--- config.mk ---
export PLATFORM = sky130hd
export DESIGN_NAME = uart_cmd_parser
export DESIGN_NICKNAME = d
export VERILOG_FILES = /design/src/rtl/uart_cmd_parser.sv
export SDC_FILE = /design/constraint.sdc
export NUM_CORES = 1
export LEC_CHECK = 0
export CAP_MARGIN = 20
export CORE_MARGIN = 10
export CORE_UTILIZATION = 25
export CTS_BUF_LIST = sky130_fd_sc_hd__clkbuf_8
export CTS_CLUSTER_DIAMETER = 50
export DETAILED_ROUTE_END_ITERATION = 8
export PLACE_DENSITY = 0.4
export SLEW_MARGIN = 20
export SYNTH_ARGS = -nofsm -noshare
export SYNTH_HDL_FRONTEND = slang
export SYNTH_SLANG_ARGS = --single-unit
--- constraint.sdc ---
create_clock -name clk_i -period 1.85 [get_ports clk_i]
set_input_delay 0.2775 -clock clk_i [delete_from_list [all_inputs] [get_ports clk_i]]
set_output_delay 0.2775 -clock clk_i [all_outputs]
set_load 0.05 [all_outputs]
--- src/rtl/uart_cmd_parser.sv ---
// ASCII hex command-line parser: "W<addr><data>CR/LF" and "R<addr>CR/LF" become one-cycle register-bus requests.
// Optional terminal echo of every received byte is enabled by defining UART_CMD_ECHO_EN.
module uart_cmd_parser #(
    parameter int ADDR_W      = 8,
    parameter int DATA_W      = 8,
    parameter int TIMEOUT_CYC = 1600000
) (
    input  logic              clk_i,
    input  logic              rst_i,
    input  logic              byte_wr_i,
    input  logic [7:0]        byte_data_i,
    output logic              reg_we_o,
    output logic              reg_re_o,
    output logic [ADDR_W-1:0] reg_addr_o,
    output logic [DATA_W-1:0] reg_wdata_o,
    output logic              err_o,
    output logic              busy_o,
    output logic              echo_wr_o,
    output logic [7:0]        echo_data_o
);

    localparam int ADDR_DIG = ADDR_W / 4;
    localparam int DATA_DIG = DATA_W / 4;
    localparam int MAX_DIG  = (ADDR_DIG > DATA_DIG) ? ADDR_DIG : DATA_DIG;
    localparam int CNT_W    = $clog2(MAX_DIG + 1);
    localparam int TMO_W    = (TIMEOUT_CYC > 1) ? $clog2(TIMEOUT_CYC) : 1;
    localparam bit TMO_EN   = (TIMEOUT_CYC > 0);

    localparam logic [CNT_W-1:0] ADDR_LAST = CNT_W'(ADDR_DIG - 1);
    localparam logic [CNT_W-1:0] DATA_LAST = CNT_W'(DATA_DIG - 1);
    localparam logic [TMO_W-1:0] TMO_LAST  = TMO_W'((TIMEOUT_CYC > 0) ? (TIMEOUT_CYC - 1) : 0);

    typedef enum logic [2:0] {
        ST_IDLE  = 3'd0,
        ST_ADDR  = 3'd1,
        ST_DATA  = 3'd2,
        ST_EOL   = 3'd3,
        ST_ISSUE = 3'd4
    } state_t;

    state_t              state_q, state_d;
    logic                cmd_wr_q, cmd_wr_d;
    logic [ADDR_W-1:0]   addr_acc_q, addr_acc_d;
    logic [DATA_W-1:0]   data_acc_q, data_acc_d;
    logic [CNT_W-1:0]    dig_cnt_q, dig_cnt_d;
    logic [TMO_W-1:0]    tmo_cnt_q, tmo_cnt_d;
    logic                reg_we_q, reg_we_d;
    logic                reg_re_q, reg_re_d;
    logic [ADDR_W-1:0]   reg_addr_q, reg_addr_d;
    logic [DATA_W-1:0]   reg_wdata_q, reg_wdata_d;
    logic                err_q, err_d;

    logic                byte_s;
    logic                is_eol_s;
    logic                is_wcmd_s;
    logic                is_rcmd_s;
    logic                in_line_s;
    logic                tmo_expire_s;
    logic [4:0]          hex_s;

    // Returns {valid, nibble} for an ASCII hex digit of either case.
    function automatic logic [4:0] hex_decode(input logic [7:0] b);
        if (b >= 8'h30 && b <= 8'h39) begin
            return {1'b1, b[3:0]};
        end else if ((b >= 8'h41 && b <= 8'h46) || (b >= 8'h61 && b <= 8'h66)) begin
            return {1'b1, b[3:0] + 4'd9};
        end else begin
            return 5'd0;
        end
    endfunction

    // Spaces are never significant, so they are filtered out of the byte strobe here.
    assign byte_s       = byte_wr_i && (byte_data_i != 8'h20);
    assign is_eol_s     = (byte_data_i == 8'h0D) || (byte_data_i == 8'h0A);
    assign is_wcmd_s    = (byte_data_i == 8'h57) || (byte_data_i == 8'h77);
    assign is_rcmd_s    = (byte_data_i == 8'h52) || (byte_data_i == 8'h72);
    assign hex_s        = hex_decode(byte_data_i);
    assign in_line_s    = (state_q == ST_ADDR) || (state_q == ST_DATA) || (state_q == ST_EOL);
    assign tmo_expire_s = TMO_EN && in_line_s && !byte_wr_i && (tmo_cnt_q == TMO_LAST);

    // Next-state, accumulator, timeout and request decode.
    always_comb begin
        state_d     = state_q;
        cmd_wr_d    = cmd_wr_q;
        addr_acc_d  = addr_acc_q;
        data_acc_d  = data_acc_q;
        dig_cnt_d   = dig_cnt_q;
        reg_we_d    = 1'b0;
        reg_re_d    = 1'b0;
        reg_addr_d  = reg_addr_q;
        reg_wdata_d = reg_wdata_q;
        err_d       = 1'b0;

        if (byte_wr_i || !in_line_s || !TMO_EN) begin
            tmo_cnt_d = '0;
        end else begin
            tmo_cnt_d = tmo_cnt_q + TMO_W'(1);
        end

        case (state_q)
            // ISSUE lasts one cycle; a byte arriving in it follows the IDLE rules.
            ST_IDLE, ST_ISSUE: begin
                state_d = ST_IDLE;
                if (byte_s) begin
                    if (is_wcmd_s || is_rcmd_s) begin
                        state_d    = ST_ADDR;
                        cmd_wr_d   = is_wcmd_s;
                        addr_acc_d = '0;
                        data_acc_d = '0;
                        dig_cnt_d  = '0;
                    end else if (is_eol_s) begin
                        state_d = ST_IDLE;
                    end else begin
                        err_d = 1'b1;
                    end
                end else begin
                    state_d = ST_IDLE;
                end
            end
            ST_ADDR: begin
                if (byte_s) begin
                    if (hex_s[4]) begin
                        addr_acc_d = (addr_acc_q << 4) | ADDR_W'(hex_s[3:0]);
                        if (dig_cnt_q == ADDR_LAST) begin
                            dig_cnt_d = '0;
                            state_d   = cmd_wr_q ? ST_DATA : ST_EOL;
                        end else begin
                            dig_cnt_d = dig_cnt_q + CNT_W'(1);
                        end
                    end else begin
                        err_d   = 1'b1;
                        state_d = ST_IDLE;
                    end
                end else begin
                    state_d = ST_ADDR;
                end
            end
            ST_DATA: begin
                if (byte_s) begin
                    if (hex_s[4]) begin
                        data_acc_d = (data_acc_q << 4) | DATA_W'(hex_s[3:0]);
                        if (dig_cnt_q == DATA_LAST) begin
                            dig_cnt_d = '0;
                            state_d   = ST_EOL;
                        end else begin
                            dig_cnt_d = dig_cnt_q + CNT_W'(1);
                        end
                    end else begin
                        err_d   = 1'b1;
                        state_d = ST_IDLE;
                    end
                end else begin
                    state_d = ST_DATA;
                end
            end
            ST_EOL: begin
                if (byte_s) begin
                    if (is_eol_s) begin
                        state_d    = ST_ISSUE;
                        reg_addr_d = addr_acc_q;
                        if (cmd_wr_q) begin
                            reg_wdata_d = data_acc_q;
                            reg_we_d    = 1'b1;
                        end else begin
                            reg_re_d = 1'b1;
                        end
                    end else begin
                        err_d   = 1'b1;
                        state_d = ST_IDLE;
                    end
                end else begin
                    state_d = ST_EOL;
                end
            end
            default: begin
                state_d = ST_IDLE;
            end
        endcase

        // Expiry can only occur in a cycle without a byte, so it never races a decode above.
        if (tmo_expire_s) begin
            err_d   = 1'b1;
            state_d = ST_IDLE;
        end else begin
            err_d = err_d;
        end
    end

    // State, accumulators and registered outputs.
    always_ff @(posedge clk_i) begin
        if (rst_i) begin
            state_q     <= ST_IDLE;
            cmd_wr_q    <= 1'b0;
            addr_acc_q  <= '0;
            data_acc_q  <= '0;
            dig_cnt_q   <= '0;
            tmo_cnt_q   <= '0;
            reg_we_q    <= 1'b0;
            reg_re_q    <= 1'b0;
            reg_addr_q  <= '0;
            reg_wdata_q <= '0;
            err_q       <= 1'b0;
        end else begin
            state_q     <= state_d;
            cmd_wr_q    <= cmd_wr_d;
            addr_acc_q  <= addr_acc_d;
            data_acc_q  <= data_acc_d;
            dig_cnt_q   <= dig_cnt_d;
            tmo_cnt_q   <= tmo_cnt_d;
            reg_we_q    <= reg_we_d;
            reg_re_q    <= reg_re_d;
            reg_addr_q  <= reg_addr_d;
            reg_wdata_q <= reg_wdata_d;
            err_q       <= err_d;
        end
    end

    assign reg_we_o    = reg_we_q;
    assign reg_re_o    = reg_re_q;
    assign reg_addr_o  = reg_addr_q;
    assign reg_wdata_o = reg_wdata_q;
    assign err_o       = err_q;
    assign busy_o      = (state_q != ST_IDLE);

`ifdef UART_CMD_ECHO_EN
    logic       echo_wr_q;
    logic [7:0] echo_data_q;

    // Echo register: every strobed byte is replayed one cycle later.
    always_ff @(posedge clk_i) begin
        if (rst_i) begin
            echo_wr_q   <= 1'b0;
            echo_data_q <= 8'h00;
        end else begin
            echo_wr_q <= byte_wr_i;
            if (byte_wr_i) begin
                echo_data_q <= byte_data_i;
            end
        end
    end

    assign echo_wr_o   = echo_wr_q;
    assign echo_data_o = echo_data_q;
`else
    assign echo_wr_o   = 1'b0;
    assign echo_data_o = 8'h00;
`endif

endmodule

==> metrics, run 1 <==
clk buf depth 2; hold buffers post-CTS 0; Req. time, crit path 2100 ps; CTS tree yes; MaxCap Viol Count 0; Layout Skew 10.5 ps; Worst-Margin Slew around 520 ps; Die ar. ~17000 um^2; switch share 21.8%; Top FF cell, synth dfxtp_1; count of final max-slew check failures 0; Wirelength per Cell approximately 13 um; Clock Sinks 62; failing checks negative setup slack; critical path type reg2reg; first-pass GRT wire length approximately 13000 um; hold crit path type reg2reg; Clock Power Share 49.2%; hpwl dp between 5000 and 6000 um; initial core utilization 25.8%; Overflow after GRT 0; IO Pins 40; Area growth, synth to finish 41.6%; most frequent cells in the layout 61 x dfxtp_1, 58 x buf_4, 44 x nor2_1; clock transition at the registers of the reported paths 70 ps; initial antenna violation count 0; drt pass-1 iters 4; Worst slew margin 65.1%; number of synthesized flops with an enable pin 0; Flop pwr share 44.0%; Detailed Route Iter0 Violations between 70 and 80; diode count 0; critical path peak fanout 3; fin cells 561; Synth cell types 59; Final setup viols 4; Hold Crit Start addr_acc_q[4]; Worst setup SP type register; Synth Cell Area 2990 um^2; hold depth 2; Peak Freq 519 MHz; Final Wtd Congestion 0.815; final total power 3.04 mW; Core Footprint 11600 um^2; Mapped Cells 328; WHS Endpoint addr_acc_q[4]; vias in the first global route between 2000 and 3000; worst reg2reg endpoint state_q[1]; H-Tree Depth 3; Comb pwr share 6.8%; Power Density 718 nW/um^2; Placement Rows 39; maximum vdd drop 383 uV; share of cells above drive strength 1 between 20% and 30%; Hold Vio Cnt, Final 0; reg2reg start tmo_cnt_q[10]; critical path capture point type register; drt drc 0; RSZ-0062 raised after global routing yes; GRT Overall Usage 9.36%; routed vias/inst ~4.5; reg-to-reg slack, setup -80 ps; synth warn 0; Die Wd ~130 um; PortBufs 30; crit share post-route 104%; clock root cell clkbuf_8; die extent in y 129 um; Final ANT Viol Nets 0; sequential share of the synthesized area between 40 and 50%; nets@finish 429; final WL 7550 um; DP Cell Count 539; Worst EP arrival 2170 ps; R2R cell count 5; NetSw 0.662 mW; FF+latch count, synth 62; vias post-DR 2538; Hold WS 464 ps; internal power roughly 2.4 mW; Async SR Flop Fraction 0%; setup ws final -76.1 ps; commonest non-fill, non-tap cell in the layout dfxtp_1; syn_area_per_cell approximately 9.1 um^2; largest net degree at the start of global routing 27; final critical-path required period around 1900 ps; cts bufs inserted 9; leak pwr 1.74 nW; status finished, violations left; Worst-Skew Late Latency 350 ps
kinds of logic after synthesis:
group | synth area share [%]
other | 0.126
buffers and inverters | 5.87
AO/OA/AOI/OAI | 12.2
XOR/XNOR | 4.99
flip-flops | 41.6
multiplexers | 9.39
adder cells (fa/ha/maj) | 2.10
AND/OR/NAND/NOR | 23.8
worst max-delay path, cell delays in order (launching register included):
cell,delay (ps)
dfxtp_2,310
or4_1,510
or4_1,420
or4_4,460
nand2_4,80
nor3_1,50
power by group through the flow:
stage               combinational [mW]  clock [mW]  sequential [mW]
finish                           0.205        1.49             1.34
global route                     0.220        1.61             1.34
CTS                              0.201        1.55             1.34
detailed placement               0.187           0             1.37
global placement                 0.189           0             1.37
floorplan                        0.112           0             1.37
through the flow:
stage	setup TNS, ps	util (%)	setup slack (ps)	cell area (um^2)
CTS	-328	36.3	-96.2	4190
global placement	-22390	33.1	-1040	3830
finish	-265	36.5	-76.1	4230
floorplan	-1410	-	-168	3040
detailed placement	-22520	33.1	-969	3830
global route	-547	36.5	-143	4230
how the worst max path moves through the flow:
stage               cells after the start       endpoint           start
finish                                  5     state_q[1]   tmo_cnt_q[10]
global route                            5     state_q[1]   tmo_cnt_q[10]
CTS                                     5     state_q[1]   tmo_cnt_q[10]
detailed placement                      9  data_acc_q[1]  byte_data_i[0]
global placement                        9  data_acc_q[1]  byte_data_i[0]
floorplan                               5  data_acc_q[2]  byte_data_i[3]
cell usage after synthesis (2+ instances only):
cell type	instances	area, um^2
dfxtp_1	62	1240
nor2_1	44	165
mux2i_1	22	220
nand2_1	21	78.8
nand3_1	15	75.1
clkbuf_1	12	45.0
nor3_1	11	55.1
inv_1	10	37.5
buf_4	9	67.6
xor2_1	9	78.8
xnor2_1	8	70.1
a31o_2	6	52.6
nand2b_1	6	37.5
nand4_1	6	37.5
o21ai_0	6	30.0
a21oi_1	5	25.0
and4_1	5	43.8
ha_1	5	62.6
a2111oi_0	4	35.0
or3_1	4	25.0
a211oi_1	3	22.5
and2_1	3	18.8
and3_1	3	18.8
mux2_2	3	33.8
nor2b_1	3	18.8
o211ai_1	3	22.5
or4_1	3	22.5
a221oi_1	2	17.5
buf_2	2	10.0
nor4_1	2	12.5
o2111a_1	2	22.5
or3b_2	2	17.5
final cells by class:
cell class,instances,area (um^2)
Clock buffer,11,151
Clock inverter,5,97.6
Fill cell,1197,7340
Inverter,10,37.5
Multi-Input combinational cell,240,1750
Sequential cell,62,1240
Tap cell,143,179
Timing Repair Buffer,90,772
layer usage:
metal / up-vias / global-route usage [%] / wire (um)
met4: 0 / 3.61 / 94
met1: 1172 / 10.8 / 3480
li1: 1311 / - / -
met2: 45 / 15.9 / 3540
met5: - / 0 / 0
met3: 10 / 2.98 / 438
repair_timing:
item / CTS / global route
setup endpoints to repair: 38 / 27
gates resized for setup: 45 / 12
pin swaps: 9 / 4
setup buffers: 3 / 2
hold endpoints to repair: 0 / 0
cloned: 1 / 0
sequential cells by signal, indices dropped and copies added, names as in the netlist:
| signal | cells |
|---|---|
| reg_addr_o | 8 |
| dig_cnt_q | 2 |
| err_o | 1 |
| cmd_wr_q | 1 |
| tmo_cnt_q | 21 |
| reg_re_o | 1 |
| reg_we_o | 1 |
| addr_acc_q | 8 |
| data_acc_q | 8 |
| reg_wdata_o | 8 |
| state_q | 3 |
Note: power is estimated with default switching activity, not from simulation.
==> inputs of run 2 (changes only) <==
--- a/config.mk
+++ b/config.mk
@@ -12,7 +12,7 @@
 export CTS_CLUSTER_DIAMETER = 50
 export DETAILED_ROUTE_END_ITERATION = 8
 export PLACE_DENSITY = 0.4
-export SLEW_MARGIN = 20
+export SLEW_MARGIN = 10
 export SYNTH_ARGS = -nofsm -noshare
 export SYNTH_HDL_FRONTEND = slang
 export SYNTH_SLANG_ARGS = --single-unit
==> results of run 2 <==
The final DEF is identical to that of run 1; final timing and power are the same.
